--- config.mk ---
export PLATFORM = sky130hd
export DESIGN_NAME = phase_scheduler
export DESIGN_NICKNAME = d
export VERILOG_FILES = /design/src/rtl/phase_scheduler.sv
export SDC_FILE = /design/constraint.sdc
export NUM_CORES = 1
export LEC_CHECK = 0
export ABC_AREA = 1
export CAP_MARGIN = 0
export CELL_PAD_IN_SITES_DETAIL_PLACEMENT = 1
export CELL_PAD_IN_SITES_GLOBAL_PLACEMENT = 1
export CORE_UTILIZATION = 40
export CTS_BUF_LIST = sky130_fd_sc_hd__clkbuf_8
export DETAILED_ROUTE_END_ITERATION = 7
export PLACE_DENSITY = 0.93
export SETUP_SLACK_MARGIN = 0.05
export SLEW_MARGIN = 20
export SYNTH_ARGS = -nofsm -noshare
export SYNTH_HDL_FRONTEND = slang
export SYNTH_SLANG_ARGS = --single-unit
export TNS_END_PERCENT = 5
--- constraint.sdc ---
create_clock -name clk -period 3.2 [get_ports clk]
set_input_delay 0.64 -clock clk [delete_from_list [all_inputs] [get_ports clk]]
set_output_delay 0.64 -clock clk [all_outputs]
set_load 0.05 [all_outputs]
--- src/rtl/phase_scheduler.sv ---
// phase_scheduler: two-road signal controller cycling all-red, protected left, green and yellow per road,
// with gap-out/max-out green exit, demand latches and a hold-able tick timebase.
module phase_scheduler #(
    parameter int YELLOW_T  = 3,
    parameter int ALLRED_T  = 2,
    parameter int LEFT_T    = 5,
    parameter int GREEN_MIN = 5,
    parameter int GREEN_MAX = 20
) (
    input  logic       clk,
    input  logic       resetn,
    input  logic       tick,
    input  logic       hold,
    input  logic       sensor_ns,
    input  logic       sensor_ew,
    input  logic       left_req_ns,
    input  logic       left_req_ew,
    output logic [2:0] phase,
    output logic [3:0] ns_lamp,
    output logic [3:0] ew_lamp,
    output logic       phase_start
);
    typedef enum logic [2:0] {
        ALLRED_NS, NS_LEFT, NS_GREEN, NS_YELLOW,
        ALLRED_EW, EW_LEFT, EW_GREEN, EW_YELLOW
    } state_t;

    localparam logic [5:0] AR_END = 6'(ALLRED_T - 1);
    localparam logic [5:0] LT_END = 6'(LEFT_T - 1);
    localparam logic [5:0] YL_END = 6'(YELLOW_T - 1);
    localparam logic [5:0] G_MIN  = 6'(GREEN_MIN);
    localparam logic [5:0] G_MAX  = 6'(GREEN_MAX);

    state_t     state, next;
    logic [5:0] tcnt;
    logic       dem_ns, dem_ew, dem_left_ns, dem_left_ew;
    logic       tick_ev, trans, ns_out, ew_out;

    assign tick_ev = tick & ~hold;
    assign trans   = next != state;
    // Green exit needs no tick: it fires on any unheld cycle once the counter allows it.
    assign ns_out  = !hold && dem_ew && ((tcnt >= G_MIN && !sensor_ns) || tcnt >= G_MAX);
    assign ew_out  = !hold && dem_ns && ((tcnt >= G_MIN && !sensor_ew) || tcnt >= G_MAX);

    always_comb begin
        next = state;
        case (state)
            ALLRED_NS: if (tick_ev && tcnt == AR_END) next = dem_left_ns ? NS_LEFT : NS_GREEN;
            NS_LEFT:   if (tick_ev && tcnt == LT_END) next = NS_GREEN;
            NS_GREEN:  if (ns_out) next = NS_YELLOW;
            NS_YELLOW: if (tick_ev && tcnt == YL_END) next = ALLRED_EW;
            ALLRED_EW: if (tick_ev && tcnt == AR_END) next = dem_left_ew ? EW_LEFT : EW_GREEN;
            EW_LEFT:   if (tick_ev && tcnt == LT_END) next = EW_GREEN;
            EW_GREEN:  if (ew_out) next = EW_YELLOW;
            EW_YELLOW: if (tick_ev && tcnt == YL_END) next = ALLRED_NS;
            default:   next = ALLRED_NS;
        endcase
    end

    always_ff @(posedge clk or negedge resetn) begin
        if (!resetn) begin
            state       <= ALLRED_NS;
            tcnt        <= 6'd0;
            dem_ns      <= 1'b0;
            dem_ew      <= 1'b0;
            dem_left_ns <= 1'b0;
            dem_left_ew <= 1'b0;
            phase_start <= 1'b0;
        end else begin
            state       <= next;
            phase_start <= trans;
            tcnt        <= trans ? 6'd0 : (tick_ev && tcnt != 6'd63) ? tcnt + 6'd1 : tcnt;
            dem_ns      <= (trans && next == NS_GREEN) ? 1'b0 : (sensor_ns && state != NS_GREEN) ? 1'b1 : dem_ns;
            dem_ew      <= (trans && next == EW_GREEN) ? 1'b0 : (sensor_ew && state != EW_GREEN) ? 1'b1 : dem_ew;
            dem_left_ns <= (trans && next == NS_LEFT) ? 1'b0 : (left_req_ns && state != NS_LEFT) ? 1'b1 : dem_left_ns;
            dem_left_ew <= (trans && next == EW_LEFT) ? 1'b0 : (left_req_ew && state != EW_LEFT) ? 1'b1 : dem_left_ew;
        end
    end

    assign phase   = state;
    assign ns_lamp = state == NS_LEFT ? 4'b1000 : state == NS_GREEN ? 4'b0100 : state == NS_YELLOW ? 4'b0010 : 4'b0001;
    assign ew_lamp = state == EW_LEFT ? 4'b1000 : state == EW_GREEN ? 4'b0100 : state == EW_YELLOW ? 4'b0010 : 4'b0001;
endmodule

==> results of run 1 <==
==> synthesized netlist by cell type (2+ instances only) <==
cell | count | share of area
xor2_1 | 5 | 0.043
nor2_1 | 23 | 0.084
nand2_1 | 33 | 0.12
a21oi_1 | 3 | 0.015
nand3_1 | 7 | 0.034
nor3_1 | 2 | 0.0098
nor2_2 | 2 | 0.012
a21oi_2 | 4 | 0.034
inv_2 | 5 | 0.018
clkinv_1 | 2 | 0.0073
nand4_1 | 2 | 0.012
o21ai_0 | 3 | 0.015
inv_1 | 20 | 0.073
nor2_4 | 2 | 0.022
ha_1 | 5 | 0.061
dfrtp_1 | 14 | 0.34
nand2_2 | 6 | 0.037
==> layer usage <==
metal / global-route usage / wire, um / part of all wire / vias up
met5: 0 / 0 / 0 / -
met4: 0.07456 / 14 / 0.0047 / 0
met3: 0.008696 / 78 / 0.026 / 2
met2: 0.4072 / 1501 / 0.51 / 19
met1: 0.3146 / 1359 / 0.46 / 494
li1: - / - / - / 483
==> area by class of cell <==
cell class / count / area, um2
inverters: 27 / 101.3
clock buffers: 4 / 55.05
well taps: 28 / 35.03
fillers: 296 / 1016
flip-flops and latches: 14 / 350.3
repair buffers: 19 / 190.2
multi-input cells: 103 / 570.5
==> worst paths after layout <==
path                       slack, ns  cells after the start           to  startpoint
max reg2reg                     1.27                     17       dem_ns     tcnt[1]
max                             0.53                      5   ns_lamp[3]    phase[0]
min                             0.56                      2       dem_ew      dem_ew
min reg2reg                     0.56                      2       dem_ew      dem_ew
min in group asynchronous       0.79                      1      tcnt[4]      resetn
max in group asynchronous       2.01                      1  dem_left_ew      resetn
==> through the flow <==
stage | instances | hold WS, ns
3_3_place_gp | 191 | 0.5477
3_5_place_dp | 191 | 0.5566
6_report | 195 | 0.5647
2_1_floorplan | 144 | 0.3444
5_1_grt | 195 | 0.5909
4_1_cts | 195 | 0.5695
==> worst min-delay path, stage by stage (launching register included) <==
cell	delay (ns)
dfrtp_1	0.36
a21oi_1	0.07
a21oi_2	0.10
==> where the power goes <==
group | total, mW | internal, mW | leakage (nW) | switching (mW)
clock network | 0.168 | 0.109 | 0.0288 | 0.0593
logic | 0.407 | 0.122 | 0.446 | 0.286
registers | 0.229 | 0.204 | 0.164 | 0.0248
==> flip-flops by register name, indices dropped and copies added (netlist names) <==
signal / count
phase: 3
dem_left_ns: 1
dem_ew: 1
tcnt: 6
dem_ns: 1
dem_left_ew: 1
phase_start: 1
==> logic make-up after synthesis <==
logic type / Yosys count
simple gates: 80
compound gates: 13
xor+xnor: 5
fa+ha+maj: 5
buf+inv: 27
flops: 14
==> metrics.txt, run 1 <==
diode count 0; CP max-delay cell clkdlybuf4s50_1; run status finished clean; HP Class register to register; layout cells sized above 1 0.1617; Final Cycle Share 0.8332; Worst IR Drop VDD 0.4499 mV; crit path DAT 2.03 ns; register area share after synthesis 0.3427; total CTS buffers 3; syn_area_per_cell 7.099 um2; synth unique cells 23; DR pass1 iterations 4; total global-route track usage 0.2357; Final Wtd Congestion 0.7977; die area 2762 um2; Final #Nets 181; Area Overhead vs Synth 27.42%; Non-Filler Cell Area, Final 1303 um2; yosys warns 0; minimum clock period after layout 2.666 ns; Synth Register Bits 14; total chip power 0.8047 mW; post-synthesis simple-gate area fraction 0.3611; Starting Density 0.4409; most frequent cells in the layout 33 x nand2_1, 23 x nor2_1, 20 x inv_1; hpwl dp 2.452 mm; Synth Net Count 157; clock root buffer clkbuf_8; initial antenna violation count 0; final WL 2.954 mm; setup skew after layout 0.004004 ns; post-route ant nets 0; CTS Sinks 14; CTS tree yes; Power Density 617.8 nW/um2; FFs w/ async S/R, synth 1.000; Required @ worst endpoint 2.56 ns; H-tree Lvls 1; Critical Path, Cell by Cell inv_1 -> nor2_1 -> inv_1 -> nor2_1 -> clkdlybuf4s50_1; RSZ-0062 raised after global routing no; chip height 52.55 um; Setup Fix Bufs, Post-CTS 0; CP top delay family buffers and inverters; Post-Syn Instances 144; Util after Layout 0.5618; Clock Path Buffers 2; vias per cell 5.118; DR WL/cell 15.15 um; gr ovfl total 0; first-pass GRT wire length 4.705 mm; Setup Viol. Count Final 0; most common cell after layout, fill and taps aside nand2_1; 1st-iter DRT viols 21; clk_lat worst skew 0.24 ns; CTS resizes 0; number of global-route vias before repair 1030; slowest stage delay, CP 0.84 ns; largest net degree at the start of global routing 15; compound-cell area share of the yosys netlist 0.09302; largest family of logic cells by synthesized area simple AND/OR/NAND/NOR gates; Die W 52.55 um; Slew Limit Fails 0; Worst Setup End Kind output port; Reg clk slew, reported paths 0.06 ns; EDFF count, synth 0; Max Cap Violations 0; DRC viols 0; Row Count 17; Synth Flop Type dfrtp_1; # IOs 20; Least-Margin Pin Slew 0.6215 ns; Placement Setup Slack 0.7791 ns; Setup CP Type register to output port; fin worst setup slack 0.5338 ns; Sum Neg Setup Slack 0 ns; Highest Clock Rate 375.1 MHz; relative slew slack 0.5843; Startpoint Class register; Crit path buffers/inverters 3; cts hold-fix bufs 0; Placed Area 1247 um2; Core Box Area 2318 um2; post-synthesis mux area share 0; xor/xnor share of the synthesized area 0.04284; Synth Area in Adders 0.06120; final hold vios 0; via count 998; crit-path max FO 5; leakage 0.6382 nW; Mapped Area 1022 um2; count of input and output buffers 19
No activity file was read; power rests on OpenSTA's default activity.
==> run 2, diff against run 1 <==
CORE_UTILIZATION = 34   (was 40)
PLACE_DENSITY = 0.84   (was 0.93)
clock period = 2.2 ns   (was 3.2 ns; I/O delays follow)
==> run 2 against run 1 <==
  * The flow now finishes with violations (DRC)
  * Die area is 17% higher
  * Wire length decreased by 10%
  * Flip-flop and latch count did not move
  * Final cell count rose by 2.1%
  * Setup slack lost 0.36 ns
  * First-iteration DRC count is the same
  * Design area is 0.48% lower
  * Hold slack got worse by 0.028 ns
  * Sequential share of layout area is 0.13 points higher
  * Total power increased by 45%
  * Combinational power is 43% higher
  * Sequential power grew 45%
  * Highest routed layer unchanged
==> metrics.txt, run 2 (same netlist as run 1, synthesis figures left out) <==
beginning of the worst hold path dem_ns; Required @ worst endpoint 1.76 ns; Clock Path Buffers 2; crit path DAT 1.58 ns; most common cell after layout, fill and taps aside nand2_1; Slew Limit Fails 0; Starting Density 0.3644; Crit path buffers/inverters 1; Util after Layout 0.4621; Die W 56.83 um; Setup CP Type register to output port; RSZ-0062 raised after global routing no; Critical Path, Cell by Cell clkdlybuf4s50_1; HP Class register to register; Reg clk slew, reported paths 0.06 ns; number of global-route vias before repair 1061; final WL 2.645 mm; # IOs 20; failing checks DRC; switching part of the total 0.4616; Final Cycle Share 0.9198; DR WL/cell 13.29 um; Sum Neg Setup Slack 0 ns; total CTS buffers 3; clk_lat worst skew 0.24 ns; count of input and output buffers 19; CTS resizes 0; # fillers 365; number of flip-flops in the largest register 6; Startpoint Class register; R2R Path Start tcnt[0]; most frequent cells in the layout 33 x nand2_1, 22 x nor2_1, 20 x inv_1; Core Box Area 2805 um2; Reg with most FFs tcnt; clock share of power 0.214; diode count 0; setup skew after layout 0.005446 ns; Least-Margin Pin Slew 0.6356 ns; Final Wtd Congestion 0.8184; clock root buffer clkbuf_8; Switch Pwr 0.5377 mW; H-tree Lvls 1; Comb pwr share 0.501; final hold vios 0; Setup Viol. Count Final 0; slowest stage delay, CP 0.85 ns; relative slew slack 0.5749; Worst Setup End Kind output port; CTS Sinks 14; Int Pwr 0.6273 mW; CP max-delay cell clkdlybuf4s50_1; largest net degree at the start of global routing 15; minimum clock period after layout 2.024 ns; crit-path max FO 7; Row Count 19; CTS tree yes; Max Cap Violations 0; Final #Nets 182; post-route ant nets 0; DR pass1 iterations 6; gr ovfl total 0; Highest Clock Rate 494.2 MHz; hpwl dp 2.237 mm; Worst IR Drop VDD 0.5944 mV; DRC viols 4; leakage 0.6548 nW; die area 3230 um2; total global-route track usage 0.1891; run status complete, but fails checks; layout cells sized above 1 0.2202; first-pass GRT wire length 4.774 mm; initial antenna violation count 0; vias per cell 4.925; Setup Fix Bufs, Post-CTS 0; multi-input logic area 573.1 um2; chip height 56.83 um; Area Overhead vs Synth 26.81%; Reg power frac 0.285; Power Density 898.8 nW/um2; CP top delay family buffers and inverters; via count 980; flip-flop and latch area 350.3 um2; 1st-iter DRT viols 21; crit path from phase[2]; cts hold-fix bufs 0
-- run 2: path summary, 6_finish.rpt --
| kind | to | slack, ns | cells past startpoint |
|---|---|---|---|
| worst max-delay path | phase[2] | 0.18 | 1 |
| worst min-delay path | dem_ns | 0.54 | 2 |
| worst max register to register | dem_ew | 0.32 | 14 |
| worst min register to register | dem_ns | 0.54 | 2 |
| max in group asynchronous | tcnt[4] | 1.20 | 1 |
| min in group asynchronous | dem_left_ew | 0.59 | 1 |
-- run 2: routing by layer --
layer  vias to the layer above  global-route usage  part of all wire
met1                       476              0.2482              0.48
met5                         -                   0                 0
met3                         6             0.02995             0.023
met2                        12              0.3146              0.48
li1                        486                   -                 -
met4                         0             0.06620             0.014
-- run 2: through the flow --
stage / setup WS, ns / power, mW / area (um2) / cells / hold WS [ns]
final: 0.1765 / 1.165 / 1296 / 199 / 0.5366
after global routing: 0.06398 / 1.253 / 1296 / 199 / 0.5820
after CTS: 0.1807 / 1.177 / 1296 / 199 / 0.5430
after detailed placement: 0.002752 / 0.9250 / 1241 / 195 / 0.5289
after global placement: 0.04158 / 0.8980 / 1241 / 195 / 0.5505
after floorplan: 0.06524 / 0.7481 / 1025 / 144 / 0.1444
-- run 2: layout make-up --
cell class,count,share of cell area
Clock buffer,4,0.04247
Inverter,27,0.07819
Multi-Input combinational cell,103,0.4421
Sequential cell,14,0.2703
Tap cell,31,0.02992
Timing Repair Buffer,20,0.1371
-- run 2: power groups by stage --
stage / Clock, mW / Sequential (mW) / Combinational, mW
finish: 0.249 / 0.332 / 0.584
global route: 0.269 / 0.338 / 0.647
detailed placement: 0 / 0.335 / 0.590
floorplan: 0 / 0.398 / 0.350
CTS: 0.254 / 0.331 / 0.592
global placement: 0 / 0.335 / 0.563
==> run 3, diff against run 2 <==
CORE_UTILIZATION = 40   (was 34)
PLACE_DENSITY = 0.93   (was 0.84)
clock period = 2.55 ns   (was 2.2 ns; I/O delays follow)
==> run 3 against run 2 <==
  * The flow now finishes without violations
  * Total power decreased by 13%
  * Hold slack improved by 0.0076 ns
  * Wire length grew 10%
  * Clock skew fell by 0.0020 ns
  * Global-route usage grew 5.0 points
  * Count of clock-buffer cells in the layout stayed put
  * Flip-flop and latch count unchanged
  * Design area grew 0.39%
  * Setup slack lost 0.040 ns
==> metrics.txt, run 3 (same netlist as run 1, synthesis figures left out) <==
layout cells sized above 1 0.1617; Starting Density 0.4409; Worst Setup End Kind output port; Final #Nets 181; Startpoint Class register; crit-path max FO 5; Area Overhead vs Synth 27.30%; post-route ant nets 0; CTS Sinks 14; Required @ worst endpoint 2.04 ns; Highest Clock Rate 414.4 MHz; first-pass GRT wire length 4.678 mm; final hold slack 0.5442 ns; Setup Viol. Count Final 0; Max Cap Violations 0; Worst IR Drop VDD 0.6575 mV; Power Density 779.1 nW/um2; initial antenna violation count 0; chip height 52.55 um; Core Box Area 2318 um2; Setup Fix Bufs, Post-CTS 0; # IOs 20; Comb pwr share 0.510; cts hold-fix bufs 0; total CTS buffers 3; largest net degree at the start of global routing 15; vias per cell 5.087; hpwl dp 2.482 mm; Placement Setup Slack 0.2199 ns; number of flip-flops in the largest register 6; diode count 0; Reg clk slew, reported paths 0.05 ns; RSZ-0062 raised after global routing no; most frequent cells in the layout 33 x nand2_1, 23 x nor2_1, 20 x inv_1; final hold vios 0; die area 2762 um2; Reg with most FFs tcnt; most common cell after layout, fill and taps aside nand2_1; run status finished clean; clock root buffer clkbuf_8; DR WL/cell 14.92 um; DRC viols 0; count of input and output buffers 19; leakage 0.6430 nW; total global-route track usage 0.2395; DR pass1 iterations 4; via count 992; Row Count 17; Slew Limit Fails 0; Final Cycle Share 0.9464; fin worst setup slack 0.1366 ns; clock share of power 0.207; Sum Neg Setup Slack 0 ns; 1st-iter DRT viols 24; HP Class register to register; Least-Margin Pin Slew 0.6211 ns; relative slew slack 0.5846; clk_lat worst skew 0.24 ns; Die W 52.55 um; minimum clock period after layout 2.413 ns; switching part of the total 0.4621; Final Wtd Congestion 0.7984; final WL 2.909 mm; setup skew after layout 0.003425 ns; crit path DAT 1.90 ns; Util after Layout 0.5613; H-tree Lvls 1; gr ovfl total 0; Setup CP Type register to output port; number of global-route vias before repair 1059; Int Pwr 0.5454 mW; Switch Pwr 0.4685 mW; Clock Path Buffers 2; Reg power frac 0.283; CTS tree yes
## run 3: path summary, 6_finish.rpt
kind,depth (start not counted),slack [ns],start,endpoint
min in group asynchronous,1,0.66,resetn,tcnt[4]
setup reg to reg,17,0.65,tcnt[1],tcnt[4]
hold / removal,2,0.54,dem_left_ns,dem_left_ns
setup / recovery,5,0.14,phase[0],ew_lamp[3]
max in group asynchronous,1,1.49,resetn,phase[0]
hold reg to reg,2,0.54,dem_left_ns,dem_left_ns
## run 3: per-stage QoR
step | instances | power (mW) | cell area (um2)
after floorplan | 144 | 0.6437 | 1022
after global placement | 191 | 0.7814 | 1247
after detailed placement | 191 | 0.8074 | 1247
after CTS | 195 | 1.021 | 1301
after global routing | 195 | 1.069 | 1301
final | 195 | 1.014 | 1301
## run 3: critical path, stage by stage (launching register included)
cell and delay, ns:
dfrtp_1 0.39, inv_1 0.13, nor2_1 0.15, inv_1 0.09
nor2_1 0.09, clkdlybuf4s50_1 0.81
## run 3: final cells by class
class / instances / area [um2]
repair buffers: 19 / 188.9
multi-input cells: 103 / 570.5
flip-flops and latches: 14 / 350.3
fillers: 298 / 1017
well taps: 28 / 35.03
inverters: 27 / 101.3
clock buffers: 4 / 55.05
## run 3: timing repair
action                     4_1_cts  5_1_grt
setup endpoints to repair        1        0
hold endpoints to repair         0        0
resized for setup                1        0
## run 3: power groups by stage
stage	sequential [mW]	combinational [mW]	clock, mW
final	0.287	0.517	0.210
after global routing	0.291	0.557	0.222
after detailed placement	0.291	0.516	0
after CTS	0.288	0.519	0.214
after floorplan	0.343	0.300	0
after global placement	0.288	0.493	0
## run 3: routing by layer
layer / up-vias / wire, um / global-route usage
met3: 4 / 63 / 0.02899
met4: 0 / 31 / 0.08333
li1: 482 / - / -
met1: 489 / 1338 / 0.3134
met2: 17 / 1475 / 0.4030
met5: - / 0 / 0
